$ cat src/rtl/seq_mult_pkg.sv
// Shared types and helpers for the shift-add sequential multiplier.
// Holds the FSM state encoding and the operand magnitude helper used
// when SEQ_MULT_SIGNED_EN is defined.
package seq_mult_pkg;

  typedef enum logic [1:0] {
    S_IDLE = 2'd0,
    S_RUN  = 2'd1,
    S_DONE = 2'd2
  } state_t;

  // Widest operand the helper handles; callers sign-extend into this.
  localparam int MAX_W = 32;

  typedef struct packed {
    logic             neg;
    logic [MAX_W-1:0] mag;
  } abs_t;

  // Magnitude and sign of a sign-extended operand; the most-negative
  // value maps onto itself, which is its correct unsigned magnitude.
  function automatic abs_t abs_w(input logic [MAX_W-1:0] value, input logic tc);
    abs_t r;
    r.neg = tc & value[MAX_W-1];
    r.mag = r.neg ? ((~value) + 32'd1) : value;
    return r;
  endfunction

endpackage

$ cat src/rtl/seq_mult_param_if.sv
// Operand/result bundle between the operand source and the multiplier.
// tc only exists when SEQ_MULT_SIGNED_EN is defined.
// Source must honour busy; consumers sample op when valid pulses.
interface seq_mult_param_if #(parameter int WIDTH = 8);

  logic               load;
  logic [WIDTH-1:0]   a;
  logic [WIDTH-1:0]   b;
`ifdef SEQ_MULT_SIGNED_EN
  logic               tc;
`endif
  logic [2*WIDTH-1:0] op;
  logic               valid;
  logic               busy;

`ifdef SEQ_MULT_SIGNED_EN
  modport master (output load, a, b, tc, input op, valid, busy);
  modport slave  (input load, a, b, tc, output op, valid, busy);
`else
  modport master (output load, a, b, input op, valid, busy);
  modport slave  (input load, a, b, output op, valid, busy);
`endif

endinterface

$ cat src/rtl/seq_mult_addshift.sv
// One shift-add step: conditional add of mcand into the upper half, then shift right.
// Latency: combinational, zero cycles.
// Backpressure: none; the caller decides when the step is committed.
module seq_mult_addshift #(
  parameter int WIDTH = 8
) (
  input  logic [WIDTH-1:0]   i_mcand,
  input  logic [2*WIDTH:0]   i_acc,
  output logic [2*WIDTH:0]   o_acc
);

  logic [WIDTH-1:0] w_addend;
  logic [WIDTH:0]   w_sum;

  // The accumulator top bit is always zero after a shift, so folding it
  // into the sum costs nothing and keeps the carry exact.
  assign w_addend = i_acc[0] ? i_mcand : '0;
  assign w_sum    = {i_acc[2*WIDTH], i_acc[2*WIDTH-1:WIDTH]} + {1'b0, w_addend};
  assign o_acc    = {1'b0, w_sum, i_acc[WIDTH-1:1]};

endmodule

$ cat src/rtl/seq_mult_param.sv
// Shift-add multiplier, one multiplier bit per clock; SEQ_MULT_SIGNED_EN adds two's-complement.
// Latency: load edge to valid rising is WIDTH+1 clocks; one result per WIDTH+2 clocks.
// Backpressure: busy high while working; loads outside IDLE are dropped, not queued.
module seq_mult_param
  import seq_mult_pkg::*;
#(
  parameter int WIDTH = 8
) (
  input  logic             clk,
  input  logic             reset,
  seq_mult_param_if.slave  bus
);

  localparam int CNT_W = $clog2(WIDTH+1);

  state_t               r_state;
  state_t               w_state_nxt;
  logic [WIDTH-1:0]     r_mcand;
  logic [2*WIDTH:0]     r_acc;
  logic [CNT_W-1:0]     r_cnt;
  logic [2*WIDTH-1:0]   r_op;
  logic                 r_valid;
  logic                 r_busy;

  logic                 w_start;
  logic [WIDTH-1:0]     w_a_mag;
  logic [WIDTH-1:0]     w_b_mag;
  logic [2*WIDTH:0]     w_acc_step;
  logic [2*WIDTH-1:0]   w_result;

  assign w_start = (r_state == S_IDLE) && bus.load;

`ifdef SEQ_MULT_SIGNED_EN
  logic r_neg;
  logic w_neg;

  // Run the datapath on magnitudes and restore the sign on the way out.
  assign w_a_mag  = WIDTH'(abs_w(32'($signed(bus.a)), bus.tc));
  assign w_b_mag  = WIDTH'(abs_w(32'($signed(bus.b)), bus.tc));
  assign w_neg    = bus.tc & (bus.a[WIDTH-1] ^ bus.b[WIDTH-1]);
  assign w_result = r_neg ? -r_acc[2*WIDTH-1:0] : r_acc[2*WIDTH-1:0];

  // Result sign is fixed at load time because operands may change afterwards.
  always_ff @(posedge clk or negedge reset) begin
    if (!reset) begin
      r_neg <= 1'b0;
    end else if (w_start) begin
      r_neg <= w_neg;
    end
  end
`else
  assign w_a_mag  = bus.a;
  assign w_b_mag  = bus.b;
  assign w_result = r_acc[2*WIDTH-1:0];
`endif

  seq_mult_addshift #(.WIDTH(WIDTH)) u_addshift (
    .i_mcand (r_mcand),
    .i_acc   (r_acc),
    .o_acc   (w_acc_step)
  );

  // State register.
  always_ff @(posedge clk or negedge reset) begin
    if (!reset) begin
      r_state <= S_IDLE;
    end else begin
      r_state <= w_state_nxt;
    end
  end

  // Next state: RUN retires WIDTH bits, DONE publishes for one cycle.
  always_comb begin
    w_state_nxt = r_state;
    case (r_state)
      S_IDLE:  if (w_start) w_state_nxt = S_RUN;
      S_RUN:   if (r_cnt == CNT_W'(WIDTH-1)) w_state_nxt = S_DONE;
      S_DONE:  w_state_nxt = S_IDLE;
      default: w_state_nxt = S_IDLE;
    endcase
  end

  // Operand capture, shift-add iterations and result publication.
  always_ff @(posedge clk or negedge reset) begin
    if (!reset) begin
      r_mcand <= '0;
      r_acc   <= '0;
      r_cnt   <= '0;
      r_op    <= '0;
    end else begin
      case (r_state)
        S_IDLE: begin
          if (w_start) begin
            r_mcand <= w_a_mag;
            r_acc   <= {{(WIDTH+1){1'b0}}, w_b_mag};
            r_cnt   <= '0;
          end
        end
        S_RUN: begin
          r_acc <= w_acc_step;
          r_cnt <= r_cnt + 1'b1;
        end
        S_DONE: begin
          r_op <= w_result;
        end
        default: ;
      endcase
    end
  end

  // busy spans the valid cycle too, so it covers WIDTH+2 cycles per operation.
  always_ff @(posedge clk or negedge reset) begin
    if (!reset) begin
      r_valid <= 1'b0;
      r_busy  <= 1'b0;
    end else begin
      r_valid <= (r_state == S_DONE);
      r_busy  <= (w_state_nxt != S_IDLE) || (r_state == S_DONE);
    end
  end

  assign bus.op    = r_op;
  assign bus.valid = r_valid;
  assign bus.busy  = r_busy;

endmodule

$ cat src/flat_wrapper.sv
// flat-port wrapper written by rule: the top's interface ports become plain ports
module seq_mult_param_flat import seq_mult_pkg::*;
#(
  parameter int WIDTH = 8
)
  (clk, reset, bus_load, bus_a, bus_b, bus_op, bus_valid, bus_busy);
  seq_mult_param_if #(.WIDTH(WIDTH)) bus_i ();
  input  logic clk;
  input  logic reset;
  input wire logic [$bits(bus_i.load)-1:0] bus_load;
  input wire logic [$bits(bus_i.a)-1:0] bus_a;
  input wire logic [$bits(bus_i.b)-1:0] bus_b;
  output wire logic [$bits(bus_i.op)-1:0] bus_op;
  output wire logic [$bits(bus_i.valid)-1:0] bus_valid;
  output wire logic [$bits(bus_i.busy)-1:0] bus_busy;
  assign bus_i.load = bus_load;
  assign bus_i.a = bus_a;
  assign bus_i.b = bus_b;
  assign bus_op = bus_i.op;
  assign bus_valid = bus_i.valid;
  assign bus_busy = bus_i.busy;
  seq_mult_param #(.WIDTH(WIDTH)) u_core (.clk(clk), .reset(reset), .bus(bus_i));
endmodule
$ cat config.mk
export PLATFORM = sky130hd
export DESIGN_NAME = seq_mult_param_flat
export DESIGN_NICKNAME = d
export VERILOG_FILES = /design/src/rtl/seq_mult_pkg.sv /design/src/rtl/seq_mult_param_if.sv /design/src/rtl/seq_mult_addshift.sv /design/src/rtl/seq_mult_param.sv /design/src/flat_wrapper.sv
export SDC_FILE = /design/constraint.sdc
export NUM_CORES = 1
export LEC_CHECK = 0
export CAP_MARGIN = 10
export CELL_PAD_IN_SITES_DETAIL_PLACEMENT = 0
export CELL_PAD_IN_SITES_GLOBAL_PLACEMENT = 1
export CORE_MARGIN = 8
export CORE_UTILIZATION = 35
export CTS_CLUSTER_DIAMETER = 80
export DETAILED_ROUTE_END_ITERATION = 12
export PLACE_DENSITY = 0.79
export SYNTH_ARGS = -nofsm -noshare
export SYNTH_HDL_FRONTEND = slang
export SYNTH_SLANG_ARGS = --single-unit
$ cat constraint.sdc
create_clock -name clk -period 3.1 [get_ports clk]
set_input_delay 0.62 -clock clk [delete_from_list [all_inputs] [get_ports clk]]
set_output_delay 0.62 -clock clk [all_outputs]
set_load 0.03 [all_outputs]
==> run summary <==
Post-Syn Area -> 2290 um^2
Seq cells post-synth -> 48
Internal Power -> 1.71 mW
Synth cell types -> 34
Initial Util -> 36.1%
switching share of power -> 37.2%
routed len/inst -> 14.6 um
Finished Core Util -> 44.5%
final slew viol count -> 0
sequential fraction of the synthesis area -> 52.4%
ys async rst share -> 100%
nets@finish -> 263
core area -> 6350 um^2
Final Hold Fails -> 0
Hold Path End -> u_core.r_mcand[3]
Leak Pwr -> 1.28 nW
I/O pin total -> 37
worst endpoint required time -> 3.28 ns
Placed Cells -> 304
die width -> 96.9 um
Hold Crit Class -> reg -> reg
FP Rows -> 29
clk buf depth -> 2
R2R Path End -> u_core.r_acc[13]
crit-path max FO -> 11
clk_skew -> 0.00681 ns
power per cell area -> 961 nW/um^2
Fillers -> 597
Comb pwr share -> 43.3%
Detail Route Antenna Nets -> 0
DIE AREA -> 9390 um^2
# DRC -> 0
register area -> 1200 um^2
Initial DRC Count -> 73
Clk pwr share -> 16.2%
share of post-route cells with drive strength above 1 -> 14.5%
CTS tree -> built
syn avg cell area -> 11.6 um^2
number of antenna violations at the first check in global routing -> 0
routability cong. -> 0.830
first-pass GRT wire length -> 7.90 mm
final wirelength -> 4.55 mm
minimum clock period -> 2.08 ns
hpwl dp -> 3.36 mm
Most used DFF post-synth -> dfrtp_1
largest net degree at the start of global routing -> 49
Layout area overhead -> 23.3%
Yosys warning count -> 0
Crit path arrival time -> 2.26 ns
DIE HEIGHT -> 96.9 um
via count -> 1563
number of diodes -> 0
pre-CTS setup slack -> 0.695 ns
flop-to-flop setup slack -> 1.08 ns
I/O Buffers -> 36
share of power burned in registers -> 40.5%
worst slew pin tran -> 1.05 ns
Layout Cells excl Fill -> 312
Setup WS post-layout -> 1.02 ns
Worst-Skew Late Latency -> 0.30 ns
CTS Root Cell -> clkbuf_8
clk slew on worst S/H paths -> 0.08 ns
hold bufs inserted after CTS -> 0
Max VDD drop -> 342 uV
syn_nets -> 227
Synth Instances -> 198
status -> finished clean
relative max-transition margin -> 30.3%
setup TNS -> 0 ns
CP Launch Type -> input pin
Register-to-Register Path Depth -> 7
final global-route overflow total -> 0
Final Setup Violations -> 0
Hold Crit Start -> u_core.r_mcand[3]
hold path depth -> 1
DRT Pass-1 Iters -> 4
Multi-input gate area -> 1030 um^2
Max Cap Viol -> 0
Crit Path Category -> in -> reg
vias in the first global route -> 1614
Max Clk Rate -> 0.482 GHz
Sw Pwr -> 1.01 mW
overall global routing resource usage -> 9.96%
Num CTS Buffers -> 5
Post-synth EDFFs -> 0
WHS -> 0.481 ns
RSZ-0062 raised after global routing -> false
post-CTS setup buffers -> 0
clock sink count -> 48
crit end category -> flip-flop
reg-to-reg startpoint -> u_core.r_acc[0]
H-tree Lvls -> 2
routed vias/inst -> 5.01
post-CTS resize count -> 0
fin crit share -> 66.9%
[flip-flops by register name (all words and copies together) (netlist names)]
| name | cells |
|---|---|
| u_core.bus.op | 16 |
| u_core.bus.valid | 1 |
| u_core.r_mcand | 8 |
| u_core.r_state | 2 |
| u_core.r_cnt | 4 |
| u_core.r_acc | 16 |
| u_core.bus.busy | 1 |
[synthesized netlist by cell type (4+ instances only)]
library cell | instances | share of area (%)
ha_1 | 9 | 4.9
nand2b_1 | 4 | 1.1
a21oi_1 | 16 | 3.5
o21ai_0 | 14 | 3.1
nor2b_1 | 9 | 2.5
and2_1 | 8 | 2.2
nor2_1 | 7 | 1.1
buf_2 | 6 | 1.3
a22oi_1 | 8 | 2.6
dfrtp_1 | 48 | 52
a22o_1 | 4 | 1.5
mux2_2 | 22 | 11
nand2_1 | 10 | 1.6
[worst max-delay path, cell delays in order]
cell and delay, ns:
clkdlybuf4s50_1 0.70, nor2b_1 0.20, and2b_1 0.35, mux2_2 0.38
[power by group through the flow]
| stage | sequential [mW] | combinational (mW) | clock, mW |
|---|---|---|---|
| global placement | 1.10 | 1.16 | 0 |
| global route | 1.15 | 1.29 | 0.477 |
| floorplan | 1.21 | 0.692 | 0 |
| finish | 1.10 | 1.17 | 0.441 |
| CTS | 1.10 | 1.19 | 0.452 |
| detailed placement | 1.12 | 1.19 | 0 |
[layer usage]
layer / track usage (%) / part of all wire (%) / vias to the layer above
li1: - / - / 776
met1: 12.0 / 47 / 756
met2: 16.3 / 47 / 26
met3: 2.84 / 4.1 / 5
met4: 3.91 / 1.5 / 0
met5: 0 / 0 / -
[through the flow]
step | area [um^2] | total power [mW]
finish | 2830 | 2.71
global route | 2830 | 2.92
CTS | 2830 | 2.75
detailed placement | 2720 | 2.30
global placement | 2720 | 2.26
floorplan | 2290 | 1.90
[cell families after synthesis]
kind of cell	share of synthesized area, %
AOI/OAI and AO/OA	13.4
muxes	13.2
buffers and inverters	2.46
adders and majority gates	5.79
DFF	52.4
and+or+nand+nor	11.2
xor gates and xnor gates	1.53
[cell usage in the layout, fill, tap and decap left out, drive strengths merged, types with 6 or more instances in the layout]
cell and count:
nor2b 9, and2 8, nand2 10, clkdlybuf4s50 35, a21oi 16, mux2 25
dfrtp 48, a22oi 8, o21ai 14, clkbuf 6, nor2 7, ha 9
[layout make-up]
type	count	area share, %
timing repair buffer	39	13.4
clock buffer	6	2.57
sequential	48	42.5
tap	77	3.41
multi-input combinational	138	36.6
clock inverter	2	1.24
inverter	2	0.266
[worst max-delay path by stage]
stage / start / endpoint / slack [ns] / depth (start not counted)
final: bus_load / u_core.r_mcand[6] / 1.02 / 4
after global routing: u_core.r_acc[0] / u_core.r_acc[13] / 0.93 / 7
after CTS: bus_load / u_core.r_mcand[6] / 1.01 / 4
after detailed placement: bus_load / u_core.r_mcand[1] / 0.69 / 4
after global placement: bus_load / u_core.r_mcand[0] / 0.73 / 4
after floorplan: u_core.r_acc[0] / u_core.r_acc[15] / 1.26 / 7
Note: power is estimated with default switching activity, not from simulation.
